$ cat src/rtl/seq_mul_result_acc.sv
// Accumulates BATCH multiplier products into a saturating sum held in a one-entry valid/ready slot.
// Sum is valid the cycle after the final product strobe; a batch completing into a full slot is dropped and flags overrun.
module seq_mul_result_acc #(
    parameter int ACC_W = 16,
    parameter int BATCH = 4,
    parameter int CNT_W = 8
) (
    input  logic             clk,
    input  logic             reset,
    input  logic [7:0]       prod_in,
    input  logic             prod_done,
    input  logic             clear,
    output logic [ACC_W-1:0] sum_out,
    output logic             sum_valid,
    input  logic             sum_ready,
    output logic             sum_sat,
    output logic [CNT_W-1:0] count,
    output logic             overrun
);

    localparam logic [CNT_W-1:0] LAST_CNT = CNT_W'(BATCH - 1);
    localparam logic [ACC_W-1:0] ACC_MAX  = '1;
    localparam logic [CNT_W-1:0] CNT_ONE  = {{(CNT_W-1){1'b0}}, 1'b1};

    logic [ACC_W-1:0] acc_q, acc_d;
    logic [CNT_W-1:0] cnt_q, cnt_d;
    logic             batch_sat_q, batch_sat_d;
    logic [ACC_W-1:0] sum_q, sum_d;
    logic             sum_vld_q, sum_vld_d;
    logic             sum_sat_q, sum_sat_d;
    logic             overrun_q, overrun_d;

    logic [ACC_W:0]   add_sum;
    logic             add_carry;
    logic [ACC_W-1:0] add_res;
    logic             res_sat;
    logic             take;
    logic             last;
    logic             accept;
    logic             slot_free;

    // One extra bit catches the carry; a saturated batch stays pinned at ACC_MAX.
    always_comb begin
        add_sum   = {1'b0, acc_q} + {{(ACC_W-7){1'b0}}, prod_in};
        add_carry = add_sum[ACC_W];
        add_res   = add_carry ? ACC_MAX : add_sum[ACC_W-1:0];
        res_sat   = batch_sat_q | add_carry;
        take      = prod_done & ~clear;
        last      = take & (cnt_q == LAST_CNT);
        accept    = sum_vld_q & sum_ready;
        slot_free = ~sum_vld_q | sum_ready;
    end

    always_comb begin
        acc_d       = acc_q;
        cnt_d       = cnt_q;
        batch_sat_d = batch_sat_q;
        sum_d       = sum_q;
        sum_vld_d   = sum_vld_q;
        sum_sat_d   = sum_sat_q;
        overrun_d   = overrun_q;

        if (clear || last) begin
            acc_d       = '0;
            cnt_d       = '0;
            batch_sat_d = 1'b0;
        end else if (take) begin
            acc_d       = add_res;
            cnt_d       = cnt_q + CNT_ONE;
            batch_sat_d = res_sat;
        end

        if (accept) begin
            sum_vld_d = 1'b0;
        end

        // A load into a slot being drained this cycle wins over the drain.
        if (last) begin
            if (slot_free) begin
                sum_d     = add_res;
                sum_sat_d = res_sat;
                sum_vld_d = 1'b1;
            end else begin
                overrun_d = 1'b1;
            end
        end
    end

    always_ff @(posedge clk) begin
        if (reset) begin
            acc_q       <= '0;
            cnt_q       <= '0;
            batch_sat_q <= 1'b0;
            sum_q       <= '0;
            sum_vld_q   <= 1'b0;
            sum_sat_q   <= 1'b0;
            overrun_q   <= 1'b0;
        end else begin
            acc_q       <= acc_d;
            cnt_q       <= cnt_d;
            batch_sat_q <= batch_sat_d;
            sum_q       <= sum_d;
            sum_vld_q   <= sum_vld_d;
            sum_sat_q   <= sum_sat_d;
            overrun_q   <= overrun_d;
        end
    end

    assign sum_out   = sum_q;
    assign sum_valid = sum_vld_q;
    assign sum_sat   = sum_sat_q;
    assign count     = cnt_q;
    assign overrun   = overrun_q;

endmodule

$ cat config.mk
export PLATFORM = sky130hd
export DESIGN_NAME = seq_mul_result_acc
export DESIGN_NICKNAME = d
export VERILOG_FILES = /design/src/rtl/seq_mul_result_acc.sv
export SDC_FILE = /design/constraint.sdc
export NUM_CORES = 1
export LEC_CHECK = 0
export BUFFER_PORTS_ARGS = -buffer_cell sky130_fd_sc_hd__buf_2
export CORE_MARGIN = 3
export CORE_UTILIZATION = 30
export DETAILED_ROUTE_END_ITERATION = 7
export GPL_TIMING_DRIVEN = 1
export MAX_ROUTING_LAYER = met4
export PLACE_DENSITY = 0.54
export SKIP_LAST_GASP = 1
export SLEW_MARGIN = 20
export SYNTH_ARGS = -nofsm -noshare
export SYNTH_HDL_FRONTEND = slang
export SYNTH_SLANG_ARGS = --single-unit
$ cat constraint.sdc
create_clock -name clk -period 5.9 [get_ports clk]
set_clock_uncertainty 0.05 [all_clocks]
set_input_delay 0.295 -clock clk [delete_from_list [all_inputs] [get_ports clk]]
set_output_delay 0.295 -clock clk [all_outputs]
set_load 0.05 [all_outputs]
* After elaboration in Yosys (flattened, before gate mapping)
Index checks and enable logic that the tools add are counted.
** Operators by class
- Multiplexer cells :: 4
- Reductions and logical operators :: 4
- Bitwise logic cells :: 8
- Add/subtract/negate cells :: 2
- Equality and inequality tests :: 1
** Operators by type and width (count)
- adder 16 x 8 -> 17 bit :: 1
- two-way mux 16 bit :: 1
- adder 8 x 1 -> 8 bit (second input constant) :: 1
- equality test 8 x 2 -> 1 bit (second input constant) :: 1
- AND reduction 2 bit :: 2
- AND 1 bit :: 3
- two-way mux 1 bit :: 3
- NOT 1 bit :: 3
- bitwise OR 1 bit :: 2
- OR reduction 2 bit :: 1
- logical OR 1 bit :: 1
** Word-level totals
- Logic and storage cells :: 26
- Flip-flop bits (word level) :: 44
- Output and inout bits :: 27
- Bits of input ports :: 13

* Longest topological paths before layout
Gate-level depths: netlist of the first run.
- Depth in word-level cells :: 5
- Gate-level depth with buffers :: 8
- Mapped depth without buffers :: 7

* Worst setup path after synthesis of the first run
OpenSTA, ideal clock, no wires.
- Path type :: reg2reg
- From :: reg cnt_q[2], in the netlist count[2]
- To :: reg sum_q[12], in the netlist sum_out[12]
- Path slack :: 3.594 ns
- Stages on the path, launching flop included :: 6
- Data required time :: 5.783 ns
- Arrival :: 2.189 ns
- Cell sequence :: dfxtp_1 > or4_4 > or4_1 > clkbuf_2 > a311o_1 > o21ai_2
** Between the ends
- Word-level cells in the longest chain between the ends :: 3
** RTL lines
- from (decl) :: line 26 : logic [CNT_W-1:0] cnt_q, cnt_d;
- from (signal assigned) :: line 100 : cnt_q <= cnt_d;
- equality test 8 x 2 -> 1 bit :: line 49 : last = take & (cnt_q == LAST_CNT);
- AND 1 bit :: line 49
- AND reduction 2 bit (no source line)
- to (signal assigned) :: line 102 : sum_q <= sum_d;
- to (decl) :: line 28 : logic [ACC_W-1:0] sum_q, sum_d;
Every way passes these cells.
A chain may end at the register's enable or synchronous reset.

* Worst setup path after layout of the first run
- From :: reg acc_q[0]
- To :: reg sum_q[14], in the netlist sum_out[14]
** Between the ends
- Word-level cells in the longest chain between the ends :: 2
** RTL lines
- from (decl) :: line 25 : logic [ACC_W-1:0] acc_q, acc_d;
- from (signal assigned) :: line 91 : acc_q <= '0;
- from (signal assigned) :: line 99 : acc_q <= acc_d;
- adder 16 x 8 -> 17 bit :: line 44 : add_sum = {1'b0, acc_q} + {{(ACC_W-7){1'b0}}, prod_in};
- two-way mux 16 bit :: line 46 : add_res = add_carry ? ACC_MAX : add_sum[ACC_W-1:0];
Every way passes these cells.

==> results of run 1 <==
-- worst max-delay path: cells and delay by family (launching register included) --
family,cells,cell delay (ps)
fa+ha+maj,2,660
simple gates,2,360
flops,1,320
compound gates,3,1000
-- layer usage --
| layer | GRT usage | share of wire |
|---|---|---|
| met5 | - | 0 |
| met4 | 0.04208 | 0.013 |
| met3 | 0.02789 | 0.047 |
| met2 | 0.1983 | 0.42 |
| met1 | 0.2007 | 0.52 |
-- per-stage QoR --
step	utilization	hold WS, ps	power (mW)	cell area [sq um]	instances
after floorplan	-	388.2	0.3428	2213	255
after global placement	0.3561	396.5	0.3566	2486	377
after detailed placement	0.3561	400.5	0.3563	2486	377
after CTS	0.3726	290.2	0.5982	2601	385
after global routing	0.3726	307.3	0.6207	2601	385
final	0.3726	296.2	0.5903	2601	385
-- sequential cells by signal, indices dropped and copies added, names as in the netlist --
name and flops:
acc_q 16, batch_sat_q 1, count 8, overrun 1, sum_out 16, sum_sat 1, sum_valid 1
-- power groups by stage --
| stage | Sequential [mW] | Clock (mW) | Combinational [mW] |
|---|---|---|---|
| floorplan | 0.308 | 0 | 0.0345 |
| global placement | 0.307 | 0 | 0.0492 |
| detailed placement | 0.307 | 0 | 0.0489 |
| CTS | 0.301 | 0.248 | 0.0493 |
| global route | 0.301 | 0.263 | 0.0564 |
| finish | 0.300 | 0.241 | 0.0492 |
-- area by class of cell --
cell class                 count  share of cell area
clock buffer                   5             0.02646
tap                           96             0.04618
timing repair buffer          42             0.08369
multi-input combinational    195              0.4873
sequential                    44              0.3386
clock inverter                 3             0.01780
-- synthesized netlist by cell type, types with 2 or more instances --
| library cell | count | area share |
|---|---|---|
| sky130_fd_sc_hd__a211oi_1 | 23 | 0.078 |
| sky130_fd_sc_hd__a21o_1 | 3 | 0.010 |
| sky130_fd_sc_hd__a21oi_1 | 15 | 0.034 |
| sky130_fd_sc_hd__a311oi_1 | 3 | 0.012 |
| sky130_fd_sc_hd__a31oi_1 | 6 | 0.017 |
| sky130_fd_sc_hd__a41o_1 | 2 | 0.0090 |
| sky130_fd_sc_hd__and2_1 | 2 | 0.0057 |
| sky130_fd_sc_hd__and3_1 | 4 | 0.011 |
| sky130_fd_sc_hd__and4_1 | 4 | 0.016 |
| sky130_fd_sc_hd__buf_2 | 5 | 0.011 |
| sky130_fd_sc_hd__clkbuf_1 | 9 | 0.015 |
| sky130_fd_sc_hd__dfxtp_1 | 44 | 0.40 |
| sky130_fd_sc_hd__ha_1 | 9 | 0.051 |
| sky130_fd_sc_hd__nand2_1 | 10 | 0.017 |
| sky130_fd_sc_hd__nand3_1 | 5 | 0.011 |
| sky130_fd_sc_hd__nand4_1 | 5 | 0.014 |
| sky130_fd_sc_hd__nor2_1 | 45 | 0.076 |
| sky130_fd_sc_hd__nor2b_1 | 3 | 0.0085 |
| sky130_fd_sc_hd__nor3_1 | 8 | 0.018 |
| sky130_fd_sc_hd__nor3b_1 | 2 | 0.0068 |
| sky130_fd_sc_hd__o211ai_1 | 5 | 0.017 |
| sky130_fd_sc_hd__o21a_1 | 3 | 0.010 |
| sky130_fd_sc_hd__o21ai_0 | 5 | 0.011 |
| sky130_fd_sc_hd__o21ba_2 | 2 | 0.0090 |
| sky130_fd_sc_hd__or3_1 | 2 | 0.0057 |
| sky130_fd_sc_hd__xnor2_1 | 5 | 0.020 |
| sky130_fd_sc_hd__xor2_1 | 9 | 0.036 |
-- cell families after synthesis --
kind of cell	Yosys count	share of synthesized area
adders and majority gates	10	0.05992
xor gates and xnor gates	14	0.05540
buffers and inverters	16	0.03052
and+or+nand+nor	97	0.2205
AOI/OAI and AO/OA	74	0.2357
DFF	44	0.3980
-- worst min-delay path by stage --
| stage | start | to | slack, ps |
|---|---|---|---|
| 6_report | sum_ready | sum_valid | 300 |
| 5_1_grt | sum_ready | sum_valid | 310 |
| 4_1_cts | sum_ready | sum_valid | 290 |
| 3_5_place_dp | sum_out[12] | sum_out[12] | 400 |
| 3_3_place_gp | sum_out[12] | sum_out[12] | 400 |
| 2_1_floorplan | batch_sat_q | batch_sat_q | 390 |
==> results_dict.tcl, run 1 <==
set metrics [dict create \
    syn_area_per_cell_sq_um 8.680 \
    worst_slew_margin_rel 0.3326 \
    pwr_density_cell_nw_per_um2 226.9 \
    detail_route.wirelength_um 5483 \
    post-place-ws_ps 3335 \
    reg2reg_to "sum_out[14]" \
    clk_root_buffer_cell "sky130_fd_sc_hd__clkbuf_8" \
    chipHeight_um 91.90 \
    synth-edff-count 0 \
    p_clk_frac 0.408 \
    setup.worst_path.class "reg2reg" \
    synth_ff_type "sky130_fd_sc_hd__dfxtp_1" \
    antenna_found_initial 0 \
    finalSetupViolCount 0 \
    worstReg2RegStart "acc_q[0]" \
    rsz0062_at_grt "no" \
    tritoncts_clock_tree "built" \
    wire_length_of_the_first_global_routing_pass_um 9328 \
    htree_levels 2 \
    design.final.nets 311 \
    maxCapViolations 0 \
    drt-wirelength-per-cell_um 14.24 \
    drc_errors 0 \
    async_flop_share 0 \
    initial_utilization 0.3170 \
    diodes 0 \
    finalWeightedCongestion 0.7770 \
    layout_worst_path_cycle_share 0.4251 \
    post_route_cells_drive_above_1_share 0.1972 \
    synthesis.area_sq_um 2213 \
    die_area_sq_um 8445 \
    sequentialPowerShare 0.509 \
    grt_max_degree 26 \
    combinationalPowerShare 0.083 \
    post_cts.resized_instances 0 \
    cp-startpoint "acc_q[0]" \
    synth-seq-area-share 0.3980 \
    clock_insertion_delay_worst_skew_ps 290 \
    cp-endpoint "sum_out[14]" \
    ir_drop_uv 115.1 \
    drt_iter0_markers 96 \
    port_buffers 39 \
    vias_per_cell 5.101 \
    post_cts.repair.setup_buffers 0 \
    finalWorstSetupSlack_ps 3392 \
    internal-power_mw 0.4445 \
    critical_path.slowest_cell "sky130_fd_sc_hd__a211oi_1" \
    static-leakage-power_nw 1.018 \
    cts_buffers 5 \
    fmax_mhz 398.7 \
    worstPathMaxFanout 9 \
    timing_worst_slew_pin_value_ps 1001 \
    net-switching-power_mw 0.1458 \
    fin_setup_tns_ps 0 \
    number_of_global_route_vias_before_repair 1895 \
    coreArea_sq_um 6982 \
    max-clock-path-buffers 2 \
    most_common_cell_after_layout_fill_and_taps_aside "sky130_fd_sc_hd__nor2_1" \
    hold-path-cell-count 4 \
    regArea_sq_um 880.8 \
    synthesis.instances 255 \
    critical_path_required_ps 6030 \
    ff2ff_path_depth 7 \
    synth_fp_nets 278 \
    crit_arrival_ps 2640 \
    layout.filler_cells 767 \
    finalMaxSlewViolations 0 \
    path_clk_slew_ps 90 \
    crit_chain "ha_1 > fa_1 > a211oi_1 > o211a_1 > nor2_1 > and4_1 > a2111oi_0" \
    synth-warning-count 0 \
    reg2reg_slack_ps 3390 \
    drtAntennaViolNets 0 \
    finalHoldViolations 0 \
    flow.area_growth_from_synthesis_pct 17.52 \
    globalRouteTotalUtil 0.1401 \
    cts_hold_buffers 0 \
    finalWorstPathRequiredPeriod_ps 2508 \
    ioPinCount 40 \
    cts_sinks 44 \
    layout.cells.most_common_list "45 x sky130_fd_sc_hd__nor2_1, 44 x sky130_fd_sc_hd__dfxtp_1, 39 x sky130_fd_sc_hd__buf_2, 23 x sky130_fd_sc_hd__a211oi_1, 15 x sky130_fd_sc_hd__a21oi_1" \
    netSwitchingFraction 0.2470 \
    dp_hpwl_um 3908 \
    multi_input_area_sq_um 1267 \
    synth.ff_latch_count 44 \
    vias_post_dr 1964 \
    status "completed" \
    grt-ovfl-total 0 \
    cpPeakStageDelay_ps 450 \
    synth_cell_type_count 44 \
    end_kind "flip-flop" \
    firstDrtPassIters 4 \
    rows 30 \
    dieWidth_um 91.90 \
    hold_class "in2reg" \
    critPathLaunchType "flip-flop" \
]
Power figures use the tool's default switching activity.
==> inputs of run 2 (changes only) <==
Clock period 5.9 ns to 2.5 ns, I/O delays scaled along.
==> run 2 against run 1 <==
Net effect: maximum frequency up 8.7%; first-iteration DRC count down 33%; worst setup slack worse by 3200 ps; wire length up 2.6%; die area unchanged; worst hold slack worse by 170 ps; non-clock buffer count up 19; largest power group unchanged.
==> results_dict.tcl, run 2 (synthesis gave the netlist of run 1 again) <==
set metrics [dict create \
    status "completed" \
    post_cts.resized_instances 0 \
    critical_path.slowest_cell "sky130_fd_sc_hd__fa_1" \
    hold_class "in2reg" \
    static-leakage-power_nw 1.100 \
    maxCapViolations 0 \
    coreArea_sq_um 6982 \
    max-clock-path-buffers 2 \
    firstDrtPassIters 4 \
    fin_setup_tns_ps 0 \
    net-switching-power_mw 0.3360 \
    layout_worst_path_cycle_share 0.9229 \
    vias_post_dr 2036 \
    finalHoldViolations 0 \
    most_common_cell_after_layout_fill_and_taps_aside "sky130_fd_sc_hd__nor2_1" \
    cts_hold_buffers 0 \
    internal-power_mw 0.9848 \
    critPathLaunchType "flip-flop" \
    flow.area_growth_from_synthesis_pct 23.63 \
    timing_worst_slew_pin_value_ps 458.0 \
    grtUsageMet2 0.2074 \
    reg2reg_slack_ps 190 \
    dp_hpwl_um 4174 \
    design.final.nets 330 \
    combinationalPowerShare 0.100 \
    grt_most_used_layer "met2" \
    htree_levels 2 \
    layout.cells.most_common_list "45 x sky130_fd_sc_hd__nor2_1, 44 x sky130_fd_sc_hd__dfxtp_1, 39 x sky130_fd_sc_hd__buf_2, 23 x sky130_fd_sc_hd__a211oi_1, 22 x sky130_fd_sc_hd__buf_4" \
    tritoncts_clock_tree "built" \
    die_area_sq_um 8445 \
    crit_chain "ha_1 > fa_1 > a211oi_1 > o211a_1 > nor2_1 > and4_1 > a2111oi_0" \
    drt_iter0_markers 64 \
    sequentialPowerShare 0.537 \
    cpPeakStageDelay_ps 400 \
    chipHeight_um 91.90 \
    ioPinCount 40 \
    rows 30 \
    drc_errors 0 \
    wire_length_of_the_first_global_routing_pass_um 9522 \
    pwr_density_cell_nw_per_um2 482.7 \
    ir_drop_uv 212.7 \
    initial_utilization 0.3170 \
    cts_sinks 44 \
    place.detailed.instances 396 \
    antenna_found_initial 0 \
    drt-wirelength-per-cell_um 13.92 \
    finalMaxSlewViolations 0 \
    vias_per_cell 5.040 \
    crit_buf_inv 0 \
    post-place-ws_ps 84.15 \
    layout.filler_cells 757 \
    end_kind "flip-flop" \
    final.hold.worst_slack_ps 128.1 \
    clk_root_buffer_cell "sky130_fd_sc_hd__clkbuf_8" \
    cts_buffers 5 \
    port_buffers 39 \
    rsz0062_at_grt "no" \
    globalRouteTotalUtil 0.1423 \
    path_clk_slew_ps 90 \
    finalWeightedCongestion 0.7868 \
    netSwitchingFraction 0.2544 \
    grt_max_degree 22 \
    worst_slew_margin_rel 0.6930 \
    p_clk_frac 0.363 \
    finish.instance_area_sq_um 2736 \
    number_of_global_route_vias_before_repair 1938 \
    finalSetupViolCount 0 \
    detail_route.wirelength_um 5623 \
    post_cts.repair.setup_buffers 0 \
    cp_top_family "compound AO/OA/AOI/OAI gates" \
    worstPathMaxFanout 4 \
    global_route.usage.met1 0.1975 \
    crit_arrival_ps 2420 \
    clock_insertion_delay_worst_skew_ps 300 \
    setup.worst_path.class "reg2reg" \
    critical_path_required_ps 2610 \
    post_route_cells_drive_above_1_share 0.2532 \
    grt-ovfl-total 0 \
    finalWorstSetupSlack_ps 192.7 \
    detailed_place.area_sq_um 2629 \
    finalWorstPathRequiredPeriod_ps 2307 \
    dieWidth_um 91.90 \
    fin_cells 404 \
    fmax_mhz 433.4 \
    drtAntennaViolNets 0 \
    diodes 0 \
    grt_use_met3 0.03445 \
]
run 2: cell types whose count changed in the layout (fill, tap and decap cells not counted):
cell                         before  now
sky130_fd_sc_hd__buf_4            3   22
sky130_fd_sc_hd__bufinv_16        1    0
sky130_fd_sc_hd__clkbuf_8         5    6
sky130_fd_sc_hd__clkinvlp_4       1    2
sky130_fd_sc_hd__inv_6            1    0
sky130_fd_sc_hd__nand3_1          5    4
sky130_fd_sc_hd__nand3_2          0    1
sky130_fd_sc_hd__nor3_1           8    7
sky130_fd_sc_hd__nor3_2           0    1
run 2: worst paths after layout:
check	cells past startpoint	end	from
setup / recovery	7	sum_out[14]	acc_q[0]
hold / removal	4	sum_valid	sum_ready
setup reg to reg	7	sum_out[14]	acc_q[0]
hold reg to reg	2	sum_out[11]	sum_out[11]
run 2: area by class of cell:
class / instances / area, sq um / share of cell area
clock buffer: 6 / 82.58 / 0.03018
tap: 96 / 120.1 / 0.04390
multi-input combinational: 195 / 1277 / 0.4669
clock inverter: 2 / 15.01 / 0.005487
timing repair buffer: 61 / 360.3 / 0.1317
sequential: 44 / 880.8 / 0.3219
run 2: power by group through the flow:
stage	Clock (mW)	Combinational, mW	Sequential (mW)
2_1_floorplan	0	0.0813	0.728
3_3_place_gp	0	0.133	0.726
3_5_place_dp	0	0.132	0.726
4_1_cts	0.499	0.133	0.709
5_1_grt	0.522	0.148	0.710
6_report	0.479	0.132	0.709
run 2: layer usage:
layer | routed length (um) | vias to the layer above
met5 | 0 | -
met4 | 68 | 0
met3 | 233 | 5
met2 | 2414 | 42
met1 | 2907 | 940
li1 | - | 1049
run 2: metrics by stage:
| stage | total power, mW | utilization |
|---|---|---|
| global placement | 0.8585 | 0.3765 |
| finish | 1.321 | 0.3919 |
| CTS | 1.340 | 0.3905 |
| global route | 1.380 | 0.3919 |
| detailed placement | 0.8573 | 0.3765 |
| floorplan | 0.8089 | - |
run 2: worst min-delay path, delay by kind of cell:
| family | cells | cell delay [ps] |
|---|---|---|
| buf+inv | 1 | 70 |
| simple gates | 3 | 240 |
==> inputs of run 3 (changes only) <==
Settings changed: PLACE_DENSITY 0.54 to unset.
==> run 3 against run 2 <==
Net effect: register-to-register slack improved by 20 ps; via count decreased by 2.2%; wire length decreased by 6.4%; non-clock buffer count decreased by 14; critical path type unchanged; largest cell class unchanged; largest power group unchanged.
==> results_dict.tcl, run 3 (synthesis gave the netlist of run 1 again) <==
set metrics [dict create \
    status "completed" \
    port_buffers 39 \
    vias_post_dr 1992 \
    max-clock-path-buffers 2 \
    dp_hpwl_um 3780 \
    rows 30 \
    end_kind "flip-flop" \
    drt-wirelength-per-cell_um 13.50 \
    combinationalPowerShare 0.083 \
    initial_utilization 0.3170 \
    fin_cells 390 \
    layout.cells.most_common_list "45 x sky130_fd_sc_hd__nor2_1, 44 x sky130_fd_sc_hd__dfxtp_1, 39 x sky130_fd_sc_hd__buf_2, 23 x sky130_fd_sc_hd__a211oi_1, 15 x sky130_fd_sc_hd__a21oi_1" \
    netSwitchingFraction 0.2347 \
    drtAntennaViolNets 0 \
    cts_hold_buffers 0 \
    wire_length_of_the_first_global_routing_pass_um 8914 \
    ir_drop_uv 251.2 \
    worst_slew_margin_rel 0.7132 \
    crit_chain "ha_1 > fa_1 > a211oi_1 > buf_4 > o21a_1 > o21ai_0 > and3_1 > a211oi_1" \
    design.final.nets 316 \
    cts_buffers 5 \
    rsz0062_at_grt "no" \
    chipHeight_um 91.90 \
    ioPinCount 40 \
    diodes 0 \
    path_clk_slew_ps 90 \
    timing_worst_slew_pin_value_ps 430.2 \
    drt_iter0_markers 98 \
    detailed_place.area_sq_um 2524 \
    final.hold.worst_slack_ps 126.5 \
    critPathLaunchType "flip-flop" \
    fin_util 0.3796 \
    setup.worst_path.class "reg2reg" \
    drc_errors 0 \
    most_used_cell_cp "sky130_fd_sc_hd__a211oi_1" \
    finalMaxSlewViolations 0 \
    sequentialPowerShare 0.504 \
    finalWorstSetupSlack_ps 210.7 \
    most_common_cell_after_layout_fill_and_taps_aside "sky130_fd_sc_hd__nor2_1" \
    detail_route.wirelength_um 5264 \
    finalHoldViolations 0 \
    design_power_total_mw 1.408 \
    static-leakage-power_nw 1.049 \
    grt-ovfl-total 0 \
    multi_input_area_sq_um 1272 \
    internal-power_mw 1.077 \
    worstPathMaxFanout 3 \
    critical_path_required_ps 2670 \
    post-place-ws_ps 196.9 \
    fmax_mhz 436.8 \
    flow.area_growth_from_synthesis_pct 19.73 \
    globalRouteTotalUtil 0.1324 \
    maxCapViolations 0 \
    grt_max_degree 33 \
    layout.filler_cells 757 \
    regArea_sq_um 880.8 \
    crit_buf_inv 1 \
    clk_root_buffer_cell "sky130_fd_sc_hd__clkbuf_8" \
    post_route_cells_drive_above_1_share 0.2143 \
    number_of_global_route_vias_before_repair 1909 \
    finalSetupViolCount 0 \
    cp_top_family "compound AO/OA/AOI/OAI gates" \
    net-switching-power_mw 0.3304 \
    cts_sinks 44 \
    p_clk_frac 0.413 \
    critical_path.slowest_cell "sky130_fd_sc_hd__fa_1" \
    cpPeakStageDelay_ps 430 \
    layout_worst_path_cycle_share 0.9157 \
    hold_class "in2reg" \
    finalWorstPathRequiredPeriod_ps 2289 \
    finish.instance_area_sq_um 2650 \
    die_area_sq_um 8445 \
    vias_per_cell 5.108 \
    htree_levels 2 \
    clock_insertion_delay_worst_skew_ps 300 \
    crit_arrival_ps 2460 \
    finalWeightedCongestion 0.8278 \
    fin_setup_tns_ps 0 \
    pwr_density_cell_nw_per_um2 531.2 \
    antenna_found_initial 0 \
    place.detailed.instances 382 \
    coreArea_sq_um 6982 \
    dieWidth_um 91.90 \
    tritoncts_clock_tree "built" \
    firstDrtPassIters 4 \
]
run 3: cell count changes in the layout (fill, tap and decap cells not counted), sizes merged:
cell / delta
buf: -14
bufinv: +1
clkinvlp: -2
clkinv: +1
run 3: path summary, 6_finish.rpt:
| path | startpoint | endpoint | slack [ps] | cells past startpoint |
|---|---|---|---|---|
| max reg2reg | acc_q[0] | acc_q[8] | 210 | 8 |
| min | sum_ready | sum_valid | 130 | 4 |
| min reg2reg | sum_out[10] | sum_out[10] | 400 | 2 |
| max | acc_q[0] | acc_q[8] | 210 | 8 |
run 3: power by group through the flow:
stage / Combinational [mW] / Sequential [mW] / Clock, mW
after CTS: 0.118 / 0.709 / 0.601
after global routing: 0.133 / 0.710 / 0.628
after detailed placement: 0.117 / 0.726 / 0
final: 0.117 / 0.709 / 0.581
after floorplan: 0.0813 / 0.728 / 0
after global placement: 0.118 / 0.726 / 0
run 3: layout make-up:
cell class                 instances  area share
clock buffer                       6     0.03116
clock inverter                     2     0.01464
multi-input combinational        195      0.4802
sequential                        44      0.3324
tap                               96     0.04533
timing repair buffer              47     0.09632
run 3: routing by layer:
metal / track usage / wire, um
met5: - / 0
met4: 0.04950 / 48
met3: 0.03035 / 265
met2: 0.2026 / 2285
met1: 0.1707 / 2664
run 3: worst register-to-register path, delay by kind of cell, from the launching register on:
kind                       cells  cell delay (ps)
and+or+nand+nor                1              230
adders and majority gates      2              640
DFF                            1              320
AOI/OAI and AO/OA              4              790
buffers and inverters          1              170
run 3: timing repair:
item,CTS,global route
hold endpoints to repair,0,0
endpoints found under the setup margin,0,1
setup buffers,0,0
resized for setup,0,1
